===== src/rtl/rm_bist_pkg.sv =====
// Shared definitions for the March C- BIST controller: FSM states,
// element index type and the per-element descriptor table.
package rm_bist_pkg;

  typedef enum logic [1:0] {
    ST_IDLE  = 2'd0,
    ST_RUN   = 2'd1,
    ST_DRAIN = 2'd2,
    ST_DONE  = 2'd3
  } bist_state_e;

  // March element index, E0..E5 are used.
  typedef logic [2:0] elem_t;

  localparam elem_t ELEM_FIRST = 3'd0;
  localparam elem_t ELEM_LAST  = 3'd5;

  // One March element: address direction, optional read with its expected
  // polarity, optional write with its data polarity, and ops per address.
  typedef struct packed {
    logic       desc;     // 1 = descending address order
    logic       has_rd;   // element starts with a read
    logic       rd_val;   // expected read polarity
    logic       has_wr;   // element contains a write
    logic       wr_val;   // written polarity
    logic [1:0] op_cnt;   // operations per address (1 or 2)
  } elem_desc_t;

  // March C-: up(w0) up(r0,w1) up(r1,w0) dn(r0,w1) dn(r1,w0) up(r0).
  // Entries 6 and 7 are padding so any 3-bit index is in range.
  localparam elem_desc_t ELEM_TAB [8] = '{
    '{1'b0, 1'b0, 1'b0, 1'b1, 1'b0, 2'd1},
    '{1'b0, 1'b1, 1'b0, 1'b1, 1'b1, 2'd2},
    '{1'b0, 1'b1, 1'b1, 1'b1, 1'b0, 2'd2},
    '{1'b1, 1'b1, 1'b0, 1'b1, 1'b1, 2'd2},
    '{1'b1, 1'b1, 1'b1, 1'b1, 1'b0, 2'd2},
    '{1'b0, 1'b1, 1'b0, 1'b0, 1'b0, 2'd1},
    '{1'b0, 1'b0, 1'b0, 1'b0, 1'b0, 2'd1},
    '{1'b0, 1'b0, 1'b0, 1'b0, 1'b0, 2'd1}
  };

endpackage


===== src/rtl/rm_bist_cmp.sv =====
// Read-compare and fail log. The read request (valid, expected, address)
// is registered on the edge the SRAM samples it; the returned data is
// compared during the following cycle and the log updates on the next edge.
module rm_bist_cmp
  import rm_bist_pkg::*;
#(
  parameter int ADDR_W = 10,
  parameter int DATA_W = 32
) (
  input  logic              clk_i,
  input  logic              rst_ni,
  input  logic              clear_i,
  input  logic              valid_i,
  input  logic [DATA_W-1:0] expected_i,
  input  logic [DATA_W-1:0] data_i,
  input  logic [ADDR_W-1:0] addr_i,
  output logic              pass_o,
  output logic [7:0]        fail_cnt_o,
  output logic [ADDR_W-1:0] fail_addr_o
);

  logic              pend_q;
  logic [DATA_W-1:0] exp_q;
  logic [ADDR_W-1:0] paddr_q;
  logic              mismatch;

  // A pending read whose returned data differs from the expected pattern.
  always_comb begin
    mismatch = pend_q && (data_i != exp_q);
  end

  // Pending-read pipeline plus sticky pass, saturating count, first-fail address.
  always_ff @(posedge clk_i) begin
    if (!rst_ni) begin
      pend_q      <= 1'b0;
      exp_q       <= '0;
      paddr_q     <= '0;
      pass_o      <= 1'b0;
      fail_cnt_o  <= 8'd0;
      fail_addr_o <= '0;
    end else if (clear_i) begin
      pend_q      <= 1'b0;
      exp_q       <= '0;
      paddr_q     <= '0;
      pass_o      <= 1'b1;
      fail_cnt_o  <= 8'd0;
      fail_addr_o <= '0;
    end else begin
      pend_q  <= valid_i;
      exp_q   <= expected_i;
      paddr_q <= addr_i;
      if (mismatch) begin
        pass_o <= 1'b0;
        if (fail_cnt_o != 8'hFF) begin
          fail_cnt_o <= fail_cnt_o + 8'd1;
        end
        // pass_o still high means this is the first mismatch of the test.
        if (pass_o) begin
          fail_addr_o <= paddr_q;
        end
      end
    end
  end

endmodule


===== src/rtl/rm_bist_march_ctrl.sv =====
// March C- BIST controller for a single-port SRAM clocked by clk_i
// (A_BIST_CLK). One SRAM operation per cycle in RUN, one DRAIN cycle for
// the final compare, then DONE holds the verdict until the next start.
module rm_bist_march_ctrl
  import rm_bist_pkg::*;
#(
  parameter int ADDR_W = 10,
  parameter int DATA_W = 32
) (
  input  logic              clk_i,
  input  logic              rst_ni,
  input  logic              start_i,
  output logic              busy_o,
  output logic              done_o,
  output logic              pass_o,
  output logic [ADDR_W-1:0] fail_addr_o,
  output logic [7:0]        fail_cnt_o,
  output logic              bist_en_o,
  output logic              bist_men_o,
  output logic              bist_wen_o,
  output logic              bist_ren_o,
  output logic [ADDR_W-1:0] bist_addr_o,
  output logic [DATA_W-1:0] bist_din_o,
  output logic [DATA_W-1:0] bist_bm_o,
  input  logic [DATA_W-1:0] bist_dout_i
);

  bist_state_e       state_q, state_d;
  elem_t             elem_q, elem_d, elem_inc;
  logic [ADDR_W-1:0] addr_q, addr_d, addr_term;
  logic              op_q, op_d;        // op index within the current address
  logic              last_op;
  logic              clear;
  logic              run_d, rd_d, wr_d;
  logic [DATA_W-1:0] rd_exp_q;

  // Next-state: element / address / op sequencing and FSM transitions.
  always_comb begin
    state_d   = state_q;
    elem_d    = elem_q;
    addr_d    = addr_q;
    op_d      = op_q;
    clear     = 1'b0;
    elem_inc  = elem_q + 3'd1;
    addr_term = ELEM_TAB[elem_q].desc ? '0 : '1;
    last_op   = (({1'b0, op_q} + 2'd1) == ELEM_TAB[elem_q].op_cnt);
    case (state_q)
      ST_IDLE, ST_DONE: begin
        if (start_i) begin
          state_d = ST_RUN;
          elem_d  = ELEM_FIRST;
          addr_d  = ELEM_TAB[ELEM_FIRST].desc ? '1 : '0;
          op_d    = 1'b0;
          clear   = 1'b1;
        end
      end
      ST_RUN: begin
        if (!last_op) begin
          op_d = 1'b1;
        end else if (addr_q == addr_term) begin
          op_d = 1'b0;
          if (elem_q == ELEM_LAST) begin
            state_d = ST_DRAIN;
          end else begin
            elem_d = elem_inc;
            addr_d = ELEM_TAB[elem_inc].desc ? '1 : '0;
          end
        end else begin
          op_d   = 1'b0;
          addr_d = ELEM_TAB[elem_q].desc ? addr_q - 1'b1 : addr_q + 1'b1;
        end
      end
      ST_DRAIN: state_d = ST_DONE;
      default:  state_d = ST_IDLE;
    endcase
    // Operation that the bus registers will present next cycle.
    run_d = (state_d == ST_RUN);
    rd_d  = run_d && ELEM_TAB[elem_d].has_rd && !op_d;
    wr_d  = run_d && ELEM_TAB[elem_d].has_wr && !rd_d;
  end

  // State, sequencing and all SRAM-side output registers.
  always_ff @(posedge clk_i) begin
    if (!rst_ni) begin
      state_q     <= ST_IDLE;
      elem_q      <= ELEM_FIRST;
      addr_q      <= '0;
      op_q        <= 1'b0;
      busy_o      <= 1'b0;
      done_o      <= 1'b0;
      bist_en_o   <= 1'b0;
      bist_men_o  <= 1'b0;
      bist_wen_o  <= 1'b0;
      bist_ren_o  <= 1'b0;
      bist_addr_o <= '0;
      bist_din_o  <= '0;
      bist_bm_o   <= '0;
      rd_exp_q    <= '0;
    end else begin
      state_q     <= state_d;
      elem_q      <= elem_d;
      addr_q      <= addr_d;
      op_q        <= op_d;
      busy_o      <= (state_d == ST_RUN) || (state_d == ST_DRAIN);
      done_o      <= (state_d == ST_DONE);
      bist_en_o   <= (state_d == ST_RUN) || (state_d == ST_DRAIN);
      bist_men_o  <= rd_d || wr_d;
      bist_wen_o  <= wr_d;
      bist_ren_o  <= rd_d;
      bist_addr_o <= run_d ? addr_d : '0;
      bist_din_o  <= wr_d ? {DATA_W{ELEM_TAB[elem_d].wr_val}} : '0;
      bist_bm_o   <= wr_d ? '1 : '0;
      rd_exp_q    <= rd_d ? {DATA_W{ELEM_TAB[elem_d].rd_val}} : '0;
    end
  end

  rm_bist_cmp #(
    .ADDR_W(ADDR_W),
    .DATA_W(DATA_W)
  ) u_cmp (
    .clk_i      (clk_i),
    .rst_ni     (rst_ni),
    .clear_i    (clear),
    .valid_i    (bist_ren_o),
    .expected_i (rd_exp_q),
    .data_i     (bist_dout_i),
    .addr_i     (bist_addr_o),
    .pass_o     (pass_o),
    .fail_cnt_o (fail_cnt_o),
    .fail_addr_o(fail_addr_o)
  );

endmodule


===== config.mk =====
export PLATFORM = sky130hd
export DESIGN_NAME = rm_bist_march_ctrl
export DESIGN_NICKNAME = d
export VERILOG_FILES = /design/src/rtl/rm_bist_pkg.sv /design/src/rtl/rm_bist_cmp.sv /design/src/rtl/rm_bist_march_ctrl.sv
export SDC_FILE = /design/constraint.sdc
export NUM_CORES = 1
export LEC_CHECK = 0
export CAP_MARGIN = 0
export CORE_MARGIN = 10
export CORE_UTILIZATION = 46
export DETAILED_ROUTE_END_ITERATION = 6
export GPL_TIMING_DRIVEN = 1
export PLACE_DENSITY = 0.92
export SYNTH_ARGS = -nofsm -noshare
export SYNTH_HDL_FRONTEND = slang
export SYNTH_SLANG_ARGS = --single-unit

===== constraint.sdc =====
create_clock -name clk_i -period 3.5 [get_ports clk_i]
set_input_delay 0.525 -clock clk_i [delete_from_list [all_inputs] [get_ports clk_i]]
set_output_delay 0.525 -clock clk_i [all_outputs]
set_load 0.1 [all_outputs]

==> impl_metrics.toml, run 1 <==
[critical_path]
path_cells = "inv_1 > ha_1 > mux2_4 > ha_2 > nand4_1 > nor2_4 > a31oi_1 > o21ai_0 > o311a_1 > inv_1 > ha_1 > nand2_2 > nor3_1"
cp_slowest_cell = "ha_2"
crit_fanout = 10
arrival_ns = 3.37
crit_type = "reg2reg"
max_stage_delay_ns = 0.43
worstPathRequired_ns = 3.70
path_buf_inv = 2
crit_family = "adder cells"
critical_path.startpoint_type = "flop"
end_kind = "flop"

[pwr]
cellPowerDensity_nw_per_um2 = 406
switchingPower_mw = 0.744
power.leakage_nw = 2.06
switching_share_pct = 38.6
seqPwrFrac_pct = 39.0
internal_power_mw = 1.18
power_frac_comb_pct = 29.2
vdd_drop_max_v = 0.000274
pwr-share-clk_pct = 31.7
p_total_mw = 1.93

[global_route]
gr-total-overflow = 0
grt_pass1_vias = 3139
grt_max_degree = 34
track_usage_pct = 16.2
grt_first_pass_wirelength_mm = 16.7
antenna_found_initial = 0

[yosys]
synth_edf_count = 0
yosysWarnings = 0
ys_ff_latch = 64
avgSynthCellArea_sq_um = 8.68
synth-async-reset-ratio_pct = 0
synth_cell_types = 59
synthCells = 435
synth_ff_type = "dfxtp_1"
syn-num-nets = 489
syn-cell-area_sq_um = 3770
synth-seq-area-share_pct = 33.9

[floorplanning]
coreArea_sq_um = 7850
num_io_pins = 134
dieArea_sq_um = 12200
die_h_microns = 111
initial_utilization_pct = 48.1
die_w_microns = 111
fp-row-count = 32

[clock_network]
cts_buffer_depth = 2
cts_tree = "done"
hold_buffers = 0
clock_sinks = 64
numCtsBuffers = 9
clkSlewWorstSetupHoldPaths_ns = 0.07
ctsResizeCount = 0
cts_max_level = 3
insertion_delay_ns = 0.33
cts_setup_buffers = 0
ctsRootBufferMaster = "clkbuf_8"

[timing]
grt_setup_unrepaired = "no"
fmax_mhz = 315
setup_tns_ns = 0
clock_skew_ns = 0.0103
setup_viol = 0
slew_viol_final = 0
hold_viol = 0
relSlewSlack_pct = 33.1
fin_crit_sh_pct = 90.6
worst_slew_pin_slew_ns = 1.00
period_needed_ns = 3.17

[routing]
first_pass_iters = 4
drc = 0
num_vias = 3167
viasPerCell = 5.17
drt_wl_total_mm = 10.5
initialDrtViolationCount = 289
ant_nets = 0
wl_per_cell_microns = 17.1

[layout]
syn_to_final_growth_pct = 26.0
final_area_sq_um = 4760
nets = 560
antenna_cells = 0
drive_above_1_share_pct = 20.0
final.fill_count = 651

[flow_run]
maxCapViolCount = 0

[hold_path]
hold_class = "reg2reg"

[placed_design]
port_buffers = 133
placed_cell_area_sq_um = 4550
gp_congestion = 0.921
hpwl_mm = 8.42

[status]
status = "finished clean"
==> cells by family (layout without fill, tap and decap cells) <==
group,Yosys count,after routing,share of synthesized area (%)
AOI/OAI and AO/OA,82,82,15.2
xor gates and xnor gates,8,8,1.86
adders and majority gates,19,19,6.50
buffers and inverters,89,165,15.8
DFF,64,64,33.9
muxes,18,18,5.27
and+or+nand+nor,155,155,21.3
==> sequential cells by signal, summed over array words and instances (netlist names) <==
signal             cells
addr_q                10
u_cmp.paddr_q         10
state_q                2
elem_q                 3
bist_bm_o              1
rd_exp_q               1
op_q                   1
bist_en_o              1
bist_men_o             1
bist_din_o             1
u_cmp.exp_q            1
bist_ren_o             1
u_cmp.fail_addr_o     10
u_cmp.fail_cnt_o       8
u_cmp.pass_o           1
done_o                 1
u_cmp.pend_q           1
bist_addr_o           10
==> cells in the final DEF, fill, tap and decap left out, types with 12 or more instances in the layout <==
master / Yosys / layout
ha_1: 18 / 17
and2_1: 15 / 15
and3_1: 13 / 13
buf_4: 66 / 69
o21ai_0: 16 / 16
mux2i_1: 15 / 15
inv_1: 12 / 12
nor2_1: 34 / 33
a21oi_1: 17 / 17
nand2_1: 28 / 27
dfxtp_1: 64 / 64
clkdlybuf4s50_1: 0 / 68
==> worst reg2reg max path: stages (launching register included) <==
cell and delay (ns):
dfxtp_1 0.37, inv_1 0.12, ha_1 0.24, mux2_4 0.35
ha_2 0.43, nand4_1 0.19, nor2_4 0.22, a31oi_1 0.10
o21ai_0 0.19, o311a_1 0.24, inv_1 0.06, ha_1 0.25
nand2_2 0.19, nor3_1 0.09
==> per-layer routing <==
metal | up-vias | track usage [%] | wire, microns
li1 | 1614 | - | -
met1 | 1449 | 18.5 | 4420
met2 | 96 | 29.3 | 5430
met3 | 8 | 4.00 | 539
met4 | 0 | 3.97 | 70
met5 | - | 0 | 0
==> path summary, 6_finish.rpt <==
| kind | slack [ns] | cells after the start | startpoint | endpoint |
|---|---|---|---|---|
| worst max-delay path | 0.33 | 13 | elem_q[0] | bist_din_o[0] |
| worst min-delay path | 0.47 | 2 | u_cmp.paddr_q[4] | u_cmp.fail_addr_o[4] |
| worst max register to register | 0.33 | 13 | elem_q[0] | bist_din_o[0] |
| worst min register to register | 0.47 | 2 | u_cmp.paddr_q[4] | u_cmp.fail_addr_o[4] |
==> synth_stat cells (4+ instances only) <==
| master | n | share of area [%] |
|---|---|---|
| ha_1 | 18 | 6.0 |
| or3_1 | 8 | 1.3 |
| nand4_1 | 8 | 1.3 |
| a21o_1 | 5 | 0.99 |
| nand2_1 | 28 | 2.8 |
| nand2b_1 | 4 | 0.66 |
| o21ai_0 | 16 | 2.1 |
| a211oi_1 | 4 | 0.80 |
| a31oi_1 | 5 | 0.83 |
| o211ai_1 | 4 | 0.80 |
| o21ai_1 | 4 | 0.53 |
| inv_1 | 12 | 1.2 |
| nor2_1 | 34 | 3.4 |
| nor4_1 | 6 | 0.99 |
| xnor2_1 | 4 | 0.93 |
| and2_1 | 15 | 2.5 |
| or4_1 | 4 | 0.80 |
| dfxtp_1 | 64 | 34 |
| nor2b_1 | 6 | 0.99 |
| nand3_1 | 9 | 1.2 |
| nor3_1 | 11 | 1.5 |
| xor2_1 | 4 | 0.93 |
| a21oi_1 | 17 | 2.3 |
| clkbuf_1 | 8 | 0.80 |
| mux2i_1 | 15 | 4.0 |
| and3_1 | 13 | 2.2 |
| buf_4 | 66 | 13 |
==> metrics by stage <==
| step | util (%) | hold WS [ns] | worst slack, ns | std cells |
|---|---|---|---|---|
| final | 60.6 | 0.467 | 0.328 | 613 |
| after global routing | 60.6 | 0.491 | 0.0491 | 613 |
| after CTS | 60.4 | 0.471 | 0.0770 | 613 |
| after detailed placement | 58.0 | 0.455 | 0.0864 | 597 |
| after global placement | 58.0 | 0.442 | 0.301 | 597 |
| after floorplan | - | 0.437 | 0.630 | 435 |
==> power groups by stage <==
stage | combinational [mW] | sequential (mW) | clock, mW
5_1_grt | 0.581 | 0.756 | 0.653
2_1_floorplan | 0.444 | 0.809 | 0
3_3_place_gp | 0.560 | 0.769 | 0
3_5_place_dp | 0.565 | 0.770 | 0
4_1_cts | 0.566 | 0.753 | 0.625
6_report | 0.564 | 0.753 | 0.612
==> layout make-up <==
| cell class | count | area, sq um | share of cell area [%] |
|---|---|---|---|
| well taps | 102 | 128 | 2.68 |
| flip-flops and latches | 64 | 1280 | 26.9 |
| clock inverters | 7 | 71.3 | 1.50 |
| clock buffers | 9 | 124 | 2.60 |
| repair buffers | 137 | 1200 | 25.2 |
| inverters | 12 | 45.0 | 0.947 |
| multi-input cells | 282 | 1910 | 40.1 |
No activity file was read; power rests on OpenSTA's default activity.
==> inputs of run 2 (changes only) <==
--- a/config.mk
+++ b/config.mk
@@ -11,6 +11,7 @@
 export DETAILED_ROUTE_END_ITERATION = 6
 export GPL_TIMING_DRIVEN = 1
 export PLACE_DENSITY = 0.92
+export SLEW_MARGIN = 10
 export SYNTH_ARGS = -nofsm -noshare
 export SYNTH_HDL_FRONTEND = slang
 export SYNTH_SLANG_ARGS = --single-unit
==> results of run 2 <==
Same layout as run 1: the final DEF is identical, and so are final timing and power.
